`src/rtl/serial_comparator_n.sv`:
```
// serial_comparator_n: bit-serial MSB-first magnitude comparator (unsigned or two's-complement)
module serial_comparator_n #(
  parameter int WIDTH      = 8,
  parameter bit SIGNED     = 1'b0,
  parameter bit EARLY_EXIT = 1'b1
) (
  input  logic                       clk,
  input  logic                       rst,
  input  logic                       start,
  input  logic [WIDTH-1:0]           A,
  input  logic [WIDTH-1:0]           B,
  output logic                       busy,
  output logic                       done,
  output logic [2:0]                 Y,
  output logic [$clog2(WIDTH+1)-1:0] cycles
);
  localparam int CW = $clog2(WIDTH+1);
  typedef enum logic [1:0] {IDLE = 2'd0, SCAN = 2'd1, DONE = 2'd2} state_e;
  state_e state_q, state_d;
  logic [WIDTH-1:0] a_q, a_d, b_q, b_d;
  logic [CW-1:0] k_q, k_d, cyc_q, cyc_d;
  logic dec_q, dec_d, gt_q, gt_d, diff, bit_gt, last;
  logic [2:0] y_q, y_d;
  always_comb begin
    diff    = (a_q[WIDTH-1] ^ b_q[WIDTH-1]) & ~dec_q;
    // a set sign bit marks the smaller operand in two's complement
    bit_gt  = (SIGNED && k_q == '0) ? b_q[WIDTH-1] : a_q[WIDTH-1];
    last    = k_q == CW'(WIDTH-1);
    state_d = state_q;
    a_d     = a_q;
    b_d     = b_q;
    k_d     = k_q;
    dec_d   = dec_q;
    gt_d    = gt_q;
    y_d     = y_q;
    cyc_d   = cyc_q;
    if (state_q == IDLE && start) begin
      a_d     = A;
      b_d     = B;
      k_d     = '0;
      dec_d   = 1'b0;
      gt_d    = 1'b0;
      state_d = SCAN;
    end else if (state_q == SCAN) begin
      a_d   = a_q << 1;
      b_d   = b_q << 1;
      k_d   = k_q + 1'b1;
      dec_d = dec_q | diff;
      gt_d  = diff ? bit_gt : gt_q;
      if (last || (EARLY_EXIT && diff)) begin
        state_d = DONE;
        y_d     = dec_d ? {gt_d, 1'b0, ~gt_d} : 3'b010;
        cyc_d   = k_q + 1'b1;
      end
    end else if (state_q == DONE) begin
      state_d = IDLE;
    end
  end
  always_ff @(posedge clk) begin
    if (rst) begin
      state_q <= IDLE;
      a_q     <= '0;
      b_q     <= '0;
      k_q     <= '0;
      dec_q   <= 1'b0;
      gt_q    <= 1'b0;
      y_q     <= 3'b000;
      cyc_q   <= '0;
    end else begin
      state_q <= state_d;
      a_q     <= a_d;
      b_q     <= b_d;
      k_q     <= k_d;
      dec_q   <= dec_d;
      gt_q    <= gt_d;
      y_q     <= y_d;
      cyc_q   <= cyc_d;
    end
  end
  assign busy   = state_q == SCAN;
  assign done   = state_q == DONE;
  assign Y      = y_q;
  assign cycles = cyc_q;
endmodule

```
`config.mk`:
```
export PLATFORM = sky130hd
export DESIGN_NAME = serial_comparator_n
export DESIGN_NICKNAME = d
export VERILOG_FILES = /design/src/rtl/serial_comparator_n.sv
export SDC_FILE = /design/constraint.sdc
export NUM_CORES = 1
export LEC_CHECK = 0
export CORE_MARGIN = 2
export CORE_UTILIZATION = 38
export CTS_BUF_LIST = sky130_fd_sc_hd__clkbuf_16
export DETAILED_ROUTE_END_ITERATION = 16
export PLACE_DENSITY = 0.68
export SLEW_MARGIN = 15
export SYNTH_ARGS = -nofsm -noshare
export SYNTH_HDL_FRONTEND = slang
export SYNTH_SLANG_ARGS = --single-unit
```
`constraint.sdc`:
```
create_clock -name clk -period 1.8 [get_ports clk]
set_input_delay 0.36 -clock clk [delete_from_list [all_inputs] [get_ports clk]]
set_output_delay 0.36 -clock clk [all_outputs]
set_load 0.05 [all_outputs]
```
==> metrics.yaml, run 1 <==
flow_run:
  maxCapViolations: 0
worst_hold_path:
  hold_path_class: "reg2reg"
  hold_end: "cycles[1]"
  hp-start: "cycles[1]"
  hold_depth: 2
setup_path:
  slowest_stage: "dfxtp_1"
  reg2reg_from: "state_q[1]"
  rr_worst_depth: 5
  startpoint: "state_q[1]"
  required_ps: 1990
  critical_path_class: "reg2reg"
  r2r_slack_ps: 200
  critPathArrivalTime_ps: 1790
  path_cells: "inv_1 > ha_1 > and4b_1 > a21o_4 > a221oi_2"
  r2r-end: "cycles[3]"
  end_kind: "flip-flop"
  crit_fanout: 8
  max_stage_delay_ps: 370
  worstSetupStartpointType: "flip-flop"
clocking:
  htreeDepth: 2
  cts_buffers: 5
  cts_num_sinks: 31
  tritoncts: "built"
  post_cts_resized: 0
  clockBufferDepth: 2
  root_buffer: "clkbuf_16"
  cts_setup_buffers: 0
  hold_buffers: 0
  insertion_delay_ps: 280
  path_clk_slew_ps: 50
synth:
  synthDistinctLibCells: 37
  yosys_register_bits: 31
  yosysWarnings: 0
  syn_inst: 157
  synth-seq-area-share_pct: 40.7
  synth_area_mm2: 0.00153
  avgSynthCellArea_um2: 9.72
  syn_nets: 181
timing:
  rsz0062_at_grt: "no"
  worst_slew_pin_slew_ps: 352
  post-route-min-period_ps: 1600
  tns_ps: 0
  finClkSkew_ps: 2.98
  holdWs_ps: 474
  setup_viol: 0
  period_share_pct: 89.2
  fmax_mhz: 623
  setup_ws_ps: 195
  hold_violations: 0
  slew_violations: 0
  slew_headroom_pct: 76.5
grt:
  grt_pass1_wl_mm: 5.46
  grt_max_degree: 30
  grtUsageTotal_pct: 16.2
  overflow: 0
  antenna_found_initial: 0
  first_global_vias: 1243
detailed_routing:
  drtIter0Drc: 77
  via_per_inst: 5.11
  vias: 1212
  wirelength_mm: 3.09
  routedWlPerCell_um: 13.0
  ant_nets: 0
  drc: 0
  firstDrtPassIters: 4
final_layout:
  drive_above_1_share_pct: 17.1
  antennaDiodeCount: 0
  final_cell_area_mm2: 0.00199
  fillers: 361
  num-nets-final: 210
  fin_cells: 237
  area_growth_pct: 30.4
  utilization_pct: 50.5
  multi_input_area_um2: 815
  regArea_um2: 621
power_and_ir_drop:
  p_per_area_mw_per_mm2: 1270
  ir_worst_vdd_mv: 0.518
  power_mw: 2.53
  p_leak_nw: 0.744
floorplanning:
  floorplan.initialDensity_pct: 38.7
  row_count: 23
  die_w_um: 67.4
  die_h_um: 67.4
  boundaryPins: 28
  dieArea_mm2: 0.00454
  core_region_area_mm2: 0.00394
placed_design:
  place_congestion: 0.745
  dp_cells: 229
  dpl.hpwl_mm: 2.28
  placed_cell_area_mm2: 0.00185
  place_ws_ps: 183
  io_buffers: 27
status:
  status: "finished, final reports clean"
[synth_stat cells]
cell type,instances,area (um2)
nand3b_1,3,22.5
and4b_1,1,10.0
o2111a_1,1,11.3
nand2_1,7,26.3
or3_2,1,7.51
o21ai_0,2,10.0
clkbuf_1,2,7.51
o32ai_2,1,16.3
buf_4,1,7.51
xor2_1,4,35.0
a211oi_2,3,37.5
nor2b_1,1,6.26
a211oi_1,19,143
inv_1,7,26.3
and3b_1,1,8.76
nand2_2,1,6.26
buf_6,2,22.5
a311oi_2,2,30.0
nand4_1,1,6.26
ha_1,5,62.6
a2111o_1,1,11.3
xnor2_1,2,17.5
nor3b_1,1,7.51
a21o_4,1,15.0
nand3_1,4,20.0
nand2b_1,1,6.26
dfxtp_1,31,621
and2b_4,1,10.0
and3_2,1,7.51
a21oi_1,5,25.0
a221oi_2,1,15.0
buf_1,2,7.51
nor2_1,20,75.1
nor3_1,1,5.00
mux2i_1,16,160
clkbuf_2,1,5.00
buf_2,3,15.0
[routing by layer]
| metal | global-route usage (%) | vias up | wire [um] |
|---|---|---|---|
| met5 | 0 | - | 0 |
| met2 | 28.8 | 28 | 1520 |
| met3 | 4.17 | 8 | 143 |
| li1 | - | 620 | - |
| met1 | 17.2 | 556 | 1350 |
| met4 | 9.18 | 0 | 72 |
[where the power goes]
part	internal [mW]	switching, mW
registers	0.800	0.0722
clock network	0.495	0.278
logic	0.396	0.485
total	1.69	0.836
[critical path, delay by kind of cell, from the launching register on]
family,cells,cell delay (ps)
AO/OA/AOI/OAI,2,500
buffers and inverters,1,100
adder cells (fa/ha/maj),1,230
flip-flops,1,370
AND/OR/NAND/NOR,1,310
[cells in the final DEF, fill, tap and decap left out, types with 2 or more instances in the layout]
| cell | synthesis | final |
|---|---|---|
| dfxtp_1 | 31 | 31 |
| nor2_1 | 20 | 20 |
| a211oi_1 | 19 | 19 |
| clkdlybuf4s50_1 | 0 | 18 |
| mux2i_1 | 16 | 16 |
| buf_4 | 1 | 12 |
| inv_1 | 7 | 8 |
| nand2_1 | 7 | 7 |
| a21oi_1 | 5 | 5 |
| ha_1 | 5 | 5 |
| clkbuf_16 | 0 | 5 |
| nand3_1 | 4 | 4 |
| xor2_1 | 4 | 4 |
| nand3b_1 | 3 | 3 |
| a211oi_2 | 3 | 3 |
| buf_12 | 0 | 3 |
| o21ai_0 | 2 | 2 |
| a311oi_2 | 2 | 2 |
| xnor2_1 | 2 | 2 |
| clkinv_1 | 0 | 2 |
[worst max-delay path by stage]
stage | endpoint | slack (ps) | cells after the start
after floorplan | k_q[3] | 50 | 7
after global placement | b_q[2] | 260 | 5
after detailed placement | b_q[1] | 180 | 5
after CTS | cycles[3] | 190 | 5
after global routing | cycles[3] | 60 | 5
final | cycles[3] | 200 | 5
[flip-flops by register name, indices dropped and copies added (netlist names)]
name,count
b_q,8
dec_q,1
cycles,4
k_q,4
gt_q,1
state_q,2
Y,3
a_q,8
[cells by family (layout without fill, tap and decap cells)]
family | Yosys count | after routing | share of synthesized area, %
fa+ha+maj | 5 | 5 | 4.10
mux | 16 | 16 | 10.5
buf+inv | 18 | 48 | 5.98
compound gates | 36 | 36 | 20.6
flops | 31 | 31 | 40.7
simple gates | 45 | 45 | 14.8
xor+xnor | 6 | 6 | 3.44
[cell type report]
cell class	count	share of cell area (%)
clock buffers	5	6.29
clock inverters	3	0.566
inverters	7	1.32
well taps	50	3.14
multi-input cells	108	40.9
repair buffers	33	16.6
flip-flops and latches	31	31.2
No activity file was read; power rests on OpenSTA's default activity.
==> inputs of run 2 (changes only) <==
--- a/config.mk
+++ b/config.mk
@@ -5,11 +5,10 @@
 export SDC_FILE = /design/constraint.sdc
 export NUM_CORES = 1
 export LEC_CHECK = 0
-export CORE_MARGIN = 2
 export CORE_UTILIZATION = 38
 export CTS_BUF_LIST = sky130_fd_sc_hd__clkbuf_16
 export DETAILED_ROUTE_END_ITERATION = 16
-export PLACE_DENSITY = 0.68
+export PLACE_DENSITY = 0.7
 export SLEW_MARGIN = 15
 export SYNTH_ARGS = -nofsm -noshare
 export SYNTH_HDL_FRONTEND = slang
==> constraint.sdc (replaced) <==
create_clock -name clk -period 1.3 [get_ports clk]
set_input_delay 0.26 -clock clk [delete_from_list [all_inputs] [get_ports clk]]
set_output_delay 0.26 -clock clk [all_outputs]
set_load 0.05 [all_outputs]
==> metrics.yaml, run 2 (synthesis gave the netlist of run 1 again) <==
status:
  status: "complete, but fails checks"
  violations: "negative setup slack"
floorplanning:
  boundaryPins: 28
  die_w_um: 65.4
  core_region_area_mm2: 0.00374
  floorplan.initialDensity_pct: 40.8
  die_h_um: 65.4
  row_count: 22
  dieArea_mm2: 0.00427
final_layout:
  num-nets-final: 230
  utilization_pct: 65.2
  mostFrequentLayoutCell: "dfxtp_1"
  area_growth_pct: 60.0
  final_cell_mix: "dfxtp_1, nor2_1, clkdlybuf4s50_1, buf_4, mux2i_1"
  antennaDiodeCount: 0
  drive_above_1_share_pct: 36.7
  reg_top3: "a_q (8), b_q (8)"
  final_cell_area_mm2: 0.00244
setup_path:
  crit_family: "buffers and inverters"
  path_cells: "inv_2 > buf_6 > ha_4 > buf_12 > buf_12"
  critPathMostFrequentCell: "buf_12"
  critPathBufInv: 4
  crit_fanout: 3
  slowest_stage: "dfxtp_2"
  worst-path-stages: 5
  worstSetupStartpointType: "flip-flop"
  critical_path_class: "reg2out"
  rr_worst_depth: 5
  required_ps: 1040
  critPathArrivalTime_ps: 1210
  max_stage_delay_ps: 330
  end_kind: "output port"
placed_design:
  dpl.hpwl_mm: 2.30
  place_congestion: 0.759
  place_ws_ps: -113
  io_buffers: 27
  placed_cell_area_mm2: 0.00211
power_and_ir_drop:
  ir_worst_vdd_mv: 0.860
  p_per_area_mw_per_mm2: 1730
  p_leak_nw: 0.919
  power_mw: 4.23
clocking:
  tritoncts: "built"
  cts_buffers: 5
  path_clk_slew_ps: 50
  insertion_delay_ps: 270
  root_buffer: "clkbuf_16"
  cts_num_sinks: 31
  htreeDepth: 2
  clockBufferDepth: 2
  hold_buffers: 0
grt:
  first_global_vias: 1251
  grtUsageTotal_pct: 17.5
  grt_max_degree: 31
  antenna_found_initial: 0
  grt_pass1_wl_mm: 5.68
  overflow: 0
worst_hold_path:
  hold_depth: 2
  hold_path_class: "reg2reg"
detailed_routing:
  wirelength_mm: 3.60
  firstDrtPassIters: 4
  routedWlPerCell_um: 14.1
  drtIter0Drc: 42
  vias: 1292
  drc: 0
  via_per_inst: 5.07
  ant_nets: 0
timing:
  post-route-min-period_ps: 1470
  slew_headroom_pct: 83.0
  worst_slew_pin_slew_ps: 254
  holdWs_ps: 496
  setup_ws_ps: -166
  slew_violations: 0
  finClkSkew_ps: 3.09
  fmax_mhz: 682
  rsz0062_at_grt: "yes"
  period_share_pct: 113
  hold_violations: 0
  setup_viol: 25
flow_run:
  maxCapViolations: 0
run 2: layer usage:
metal  share of wire, %  vias to the layer above  track usage [%]
met3                3.8                        4             3.99
met5                  0                        -                0
met2                 51                       19             28.6
li1                   -                      659                -
met4               0.86                        0             9.51
met1                 44                      610             21.1
run 2: final cells by class:
type | instances | area (um2)
fill | 295 | 1300
multi-input combinational | 108 | 928
timing repair buffer | 53 | 633
sequential | 31 | 628
clock buffer | 5 | 125
tap | 48 | 60.1
clock inverter | 3 | 38.8
inverter | 7 | 28.8
run 2: final timing paths:
check / from / to / slack [ps]
max: state_q[1] / busy / -170
min: b_q[0] / b_q[0] / 500
max reg2reg: state_q[1] / state_q[0] / -130
min reg2reg: b_q[0] / b_q[0] / 500
run 2: where the power goes:
group          internal (mW)  leakage (nW)  switching, mW
Clock                  0.891        0.0812          0.389
Combinational          0.898         0.581          0.804
Sequential              1.12         0.256          0.129
Total                   2.90         0.919           1.32
run 2: metrics by stage:
stage	cells	TNS (ps)
final	255	-1460
after global routing	255	-2890
after CTS	252	-1720
after detailed placement	241	-1830
after global placement	241	-1220
after floorplan	157	-451
run 2: worst min-delay path: stages (launching register included):
cell	delay (ps)
dfxtp_1	310
nand3b_1	80
a21oi_1	60
run 2: repair_timing:
action / CTS / global route
gates resized for setup: 9 / 17
buffers inserted: 3 / 2
endpoints found under the setup margin: 22 / 31
pin swaps: 9 / 3
gates cloned: 0 / 1
